==> src/rtl/bcd_countdown_timer.sv <==
// Multi-digit BCD countdown timer with an internal tick prescaler and active-low
// 7-segment decode per digit. Supports start/pause, one-shot or auto-reload, and expiry status.
module bcd_countdown_timer #(
  parameter int                        NUM_DIGITS = 2,
  parameter int                        TICK_DIV   = 100000000,
  parameter logic [4*NUM_DIGITS-1:0]   RESET_VAL  = 'h30
) (
  input  logic                         clk,
  input  logic                         rst,
  input  logic                         load,
  input  logic [4*NUM_DIGITS-1:0]      load_val,
  input  logic                         start,
  input  logic                         pause,
  input  logic                         auto_reload,
  output logic [4*NUM_DIGITS-1:0]      digits,
  output logic [8*NUM_DIGITS-1:0]      seg,
  output logic                         running,
  output logic                         done,
  output logic                         expire
);

  localparam int CW = 4 * NUM_DIGITS;
  localparam int PW = $clog2(TICK_DIV);
  localparam logic [PW-1:0] PRE_MAX = PW'(TICK_DIV - 1);

  typedef enum logic [1:0] {IDLE, RUN, PAUSE, DONE} state_t;

  state_t          state_q, state_d;
  logic [CW-1:0]   count_q, count_d;
  logic [CW-1:0]   reload_q, reload_d;
  logic [PW-1:0]   presc_q, presc_d;
  logic            expire_q, expire_d;
  logic            tick;
  logic [CW-1:0]   start_val;

  function automatic logic [CW-1:0] clamp_bcd(input logic [CW-1:0] v);
    logic [CW-1:0] r;
    r = v;
    for (int i = 0; i < NUM_DIGITS; i++) begin
      if (v[4*i +: 4] > 4'd9) r[4*i +: 4] = 4'd9;
    end
    return r;
  endfunction

  // Ripple borrow from digit 0 upward; a digit at 0 becomes 9 and passes the borrow on.
  function automatic logic [CW-1:0] bcd_dec(input logic [CW-1:0] v);
    logic [CW-1:0] r;
    logic          borrow;
    r      = v;
    borrow = 1'b1;
    for (int i = 0; i < NUM_DIGITS; i++) begin
      if (borrow) begin
        if (r[4*i +: 4] == 4'd0) begin
          r[4*i +: 4] = 4'd9;
        end else begin
          r[4*i +: 4] = r[4*i +: 4] - 4'd1;
          borrow      = 1'b0;
        end
      end
    end
    return r;
  endfunction

  function automatic logic [7:0] seg_code(input logic [3:0] nib);
    logic [7:0] s;
    case (nib)
      4'd0:    s = 8'b00000011;
      4'd1:    s = 8'b10011111;
      4'd2:    s = 8'b00100101;
      4'd3:    s = 8'b00001101;
      4'd4:    s = 8'b10011001;
      4'd5:    s = 8'b01001001;
      4'd6:    s = 8'b01000001;
      4'd7:    s = 8'b00011111;
      4'd8:    s = 8'b00000001;
      4'd9:    s = 8'b00001001;
      default: s = 8'b01110001;
    endcase
    return s;
  endfunction

  assign tick      = (state_q == RUN) && (presc_q == PRE_MAX);
  // Restarting from DONE counts from the last loaded value, not the held zero.
  assign start_val = (state_q == DONE) ? reload_q : count_q;

  always_ff @(posedge clk) begin
    if (rst) begin
      state_q  <= IDLE;
      count_q  <= RESET_VAL;
      reload_q <= RESET_VAL;
      presc_q  <= '0;
      expire_q <= 1'b0;
    end else begin
      state_q  <= state_d;
      count_q  <= count_d;
      reload_q <= reload_d;
      presc_q  <= presc_d;
      expire_q <= expire_d;
    end
  end

  always_comb begin
    state_d  = state_q;
    count_d  = count_q;
    reload_d = reload_q;
    presc_d  = presc_q;
    expire_d = 1'b0;
    if (load) begin
      count_d  = clamp_bcd(load_val);
      reload_d = clamp_bcd(load_val);
      presc_d  = '0;
      state_d  = IDLE;
    end else if (start && (state_q != RUN)) begin
      count_d = start_val;
      if (state_q == DONE) presc_d = '0;
      if (start_val == '0) begin
        state_d  = DONE;
        expire_d = 1'b1;
      end else begin
        state_d  = RUN;
      end
    end else if (pause && !start && (state_q == RUN)) begin
      state_d = PAUSE;
    end else if (state_q == RUN) begin
      if (tick) begin
        presc_d = '0;
        // A zero count while running only follows an auto-reload expiry.
        if (count_q == '0) begin
          count_d = reload_q;
        end else if (count_q == CW'(1)) begin
          count_d  = '0;
          expire_d = 1'b1;
          if (!auto_reload) state_d = DONE;
        end else begin
          count_d = bcd_dec(count_q);
        end
      end else begin
        presc_d = presc_q + 1'b1;
      end
    end
  end

  always_comb begin
    seg = '0;
    for (int i = 0; i < NUM_DIGITS; i++) begin
      seg[8*i +: 8] = seg_code(count_q[4*i +: 4]);
    end
  end

  assign digits  = count_q;
  assign running = (state_q == RUN);
  assign done    = (state_q == DONE);
  assign expire  = expire_q;

endmodule

==> config.mk <==
export PLATFORM = sky130hd
export DESIGN_NAME = bcd_countdown_timer
export DESIGN_NICKNAME = d
export VERILOG_FILES = /design/src/rtl/bcd_countdown_timer.sv
export SDC_FILE = /design/constraint.sdc
export NUM_CORES = 1
export LEC_CHECK = 0
export CAP_MARGIN = 0
export CORE_MARGIN = 1
export CORE_UTILIZATION = 25
export DETAILED_ROUTE_END_ITERATION = 16
export PLACE_DENSITY = 0.49
export SYNTH_ARGS = -nofsm -noshare
export SYNTH_HDL_FRONTEND = slang
export SYNTH_SLANG_ARGS = --single-unit
==> constraint.sdc <==
create_clock -name clk -period 4.9 [get_ports clk]
set_input_delay 0.49 -clock clk [delete_from_list [all_inputs] [get_ports clk]]
set_output_delay 0.49 -clock clk [all_outputs]
set_load 0.02 [all_outputs]
==> summary.txt <==
Status
  • Status: finished clean

Critical path
  • Crit-path max FO: 9
  • CP peak stage delay: 520 ps
  • CP Cell Sequence: inv_1 -> ha_1 -> or3b_2 -> nor3_1 -> a21o_1 -> a21o_1 -> mux2i_1 -> nand2b_1 -> inv_1 -> ha_1 -> mux2i_1 -> o2bb2ai_2
  • Setup CP Type: flop to flop
  • Worst setup EP type: flop
  • CP arrival: approximately 3800 ps
  • Slowest-stage cell, CP: or3b_2
  • Setup crit start kind: flop
  • Worst EP required: 5130 ps

Timing
  • Worst relative slew slack: a little under two fifths
  • Final critical-path share of the clock period: between 70% and 80%
  • Final setup viols: 0
  • Final slew viol count: 0
  • Hold WS: 480 ps
  • Final setup TNS: 0 ps
  • Slew @ Worst Pin: 933 ps
  • Fmax: around 280 MHz
  • Clk_skew: 8.38 ps
  • RSZ-0062 raised after global routing: false
  • Final Critical Period: 3580 ps
  • Final Hold Viols: 0

Placed design
  • DP Wirelength: approximately 6600 um
  • RD Place Congestion: between 0.9 and 1
  • Buffers on Ports: 38

Synthesis
  • Count leader, synth: dfxtp_1
  • Area contributors post-synth: dfxtp_1 35%, ha_1 5.8%, nor2_1 5.1%
  • Seq cells post-synth: 60
  • Post-Syn Instances: 406
  • Synth unique cells: 67
  • Synth Warn #: 0
  • Post-synth EDFFs: 0
  • Synth top cells by count: 60 x dfxtp_1, 47 x nor2_1, 28 x nand2_1
  • Compound-Gate Fraction of Synth Area: 20.0%
  • Post-synth top area cell: dfxtp_1
  • Post-synthesis simple-gate area fraction: 24.2%
  • Synth Area in Adders: around 5.8%
  • Sequential fraction of the synthesis area: 34.9%
  • Top_reg_cell synth: dfxtp_1
  • XOR/XNOR share of the synthesized area: under 10%
  • Post-synthesis mux area share: about 3%
  • Syn Std Cell Area: ~0.0034 mm^2
  • Post-synth top area share: 34.9%
  • Largest family of logic cells by synthesized area: simple AND/OR/NAND/NOR gates
  • Mean Syn Cell Area: 8.48 um^2
  • Ys async rst share: 0%

Clock tree
  • Clk_lat worst skew: approximately 340 ps
  • CTS tree: built
  • Post-CTS Setup Bufs: 0
  • CTS Sinks: 60
  • Post-CTS Hold Fix Bufs: 0
  • H-tree depth: 3
  • CTS buffer count: 9
  • Cts repair resizes: 0
  • Clock Root Buffer: clkbuf_16
  • Clock buffer depth: 2
  • Clk slew on worst S/H paths: roughly 50 ps

Route
  • Post-route ant nets: 0
  • Residual DRC: 0
  • Total wire length: ~9100 um
  • TritonRoute pass-1 iters: 4
  • Vias per cell: roughly 5
  • Iter 0 DRT Violations: 193
  • Post-DR wirelength/cell: ~15 um
  • Vias: 3,094

Power
  • P_sw: 0.402 mW
  • Sw frac: 27.9%
  • PwrDens: about 340 mW/mm^2
  • Lkg Pwr: about 1.6 nW
  • Part of the power in the clock network: a little over two fifths
  • Max IR drop VDD: 185 uV
  • Share of power burned in registers: approximately two fifths
  • Comb power frac: roughly 19%
  • Int Pwr: around 1.0 mW

Floorplanning
  • Core area: approximately 0.013 mm^2
  • DIE AREA: about 0.014 mm^2
  • I/O pin count: 41
  • Row cnt: between 40 and 50
  • Initial Utilization: 25.8%
  • Width of the die: approximately 120 um
  • Die Y: around 120 um

GRT
  • Vias in the first global route: ~3,000
  • First-pass GRT wire length: ~15,000 um
  • Initial antenna violation count: 0
  • Largest net degree at the start of global routing: 26
  • Total GRT Usage: 13.7%
  • Gr ovfl total: 0

Cells and area
  • Final net count: 465
  • Share of cells above drive strength 1: roughly 7.5%
  • Area growth syn-to-layout: 22.5%
  • Inserted Diodes: 0

Run
  • Max cap viols: 0

Min path
  • Hold Crit Class: flop to flop
-- per-stage QoR --
step / instances / cell area [um^2] / power, mW / utilization, % / setup WS (ps)
floorplan: 407 / 3450 / 0.723 / - / 1860
global placement: 600 / 3930 / 0.824 / 29.4 / 1410
detailed placement: 600 / 3930 / 0.822 / 29.4 / 1290
CTS: 615 / 4220 / 1.46 / 31.6 / 1410
global route: 615 / 4220 / 1.51 / 31.6 / 1030
finish: 615 / 4220 / 1.44 / 31.6 / 1320
-- worst max-delay path, delay by kind of cell (launching register included) --
family | cells | cell delay (ps)
buf+inv | 2 | 190
flops | 1 | 400
compound gates | 3 | 680
simple gates | 3 | 1010
mux | 2 | 620
fa+ha+maj | 2 | 560
-- power groups by stage --
stage | combinational (mW) | clock [mW] | sequential [mW]
after floorplan | 0.148 | 0 | 0.575
after global placement | 0.266 | 0 | 0.557
after detailed placement | 0.264 | 0 | 0.557
after CTS | 0.266 | 0.647 | 0.547
after global routing | 0.289 | 0.670 | 0.551
final | 0.266 | 0.624 | 0.547
-- routing by layer --
metal / vias up / GRT usage [%] / routed length [um]
li1: 1512 / - / -
met1: 1475 / 16.8 / 4150
met2: 93 / 21.7 / 4280
met3: 14 / 4.21 / 566
met4: 0 / 6.64 / 142
met5: - / 0 / 0
-- registers in the layout, summed over array words and instances (netlist names) --
signal / cells
expire: 1
digits: 8
state_q: 2
reload_q: 8
presc_q: 27
seg: 14
-- cell type report --
cell class / instances / area, um^2
fillers: 1460 / 9130
multi-input cells: 300 / 2020
flip-flops and latches: 60 / 1200
repair buffers: 39 / 388
clock buffers: 10 / 239
well taps: 176 / 220
inverters: 25 / 93.8
clock inverters: 5 / 52.6
-- cells in the final DEF, fill, tap and decap left out, types with 3 or more instances in the layout --
master           netlist  routed
dfxtp_1               60      60
nor2_1                47      47
clkdlybuf4s50_1        0      38
nand2_1               28      28
inv_1                 25      25
a21oi_1               21      21
nand3_1               19      19
ha_1                  16      16
o21ai_0               14      14
xor2_1                12      12
nand4_1               10      10
xnor2_1               10      10
clkbuf_16              0       9
and3_1                 8       8
mux2i_1                8       8
o31ai_1                7       7
nor3_1                 6       6
and4_1                 6       6
nand2b_1               6       6
a31oi_1                6       6
nor4_1                 5       5
and2_1                 5       5
o211ai_1               4       4
a21o_1                 4       4
nor2b_1                3       3
a2111oi_0              3       3
a22o_1                 3       3
clkinv_2               0       3
-- kinds of logic after synthesis --
logic type / Yosys count
compound gates: 93
mux: 10
xor+xnor: 22
buf+inv: 47
flops: 60
fa+ha+maj: 16
simple gates: 157
other cells: 1
-- final timing paths --
path              startpoint    endpoint  slack [ps]  depth (start not counted)
setup / recovery   digits[4]     seg[11]        1320                         12
setup reg to reg   digits[4]     seg[11]        1320                         12
hold / removal    presc_q[1]  presc_q[1]         480                          2
hold reg to reg   presc_q[1]  presc_q[1]         480                          2
Power figures use the tool's default switching activity.
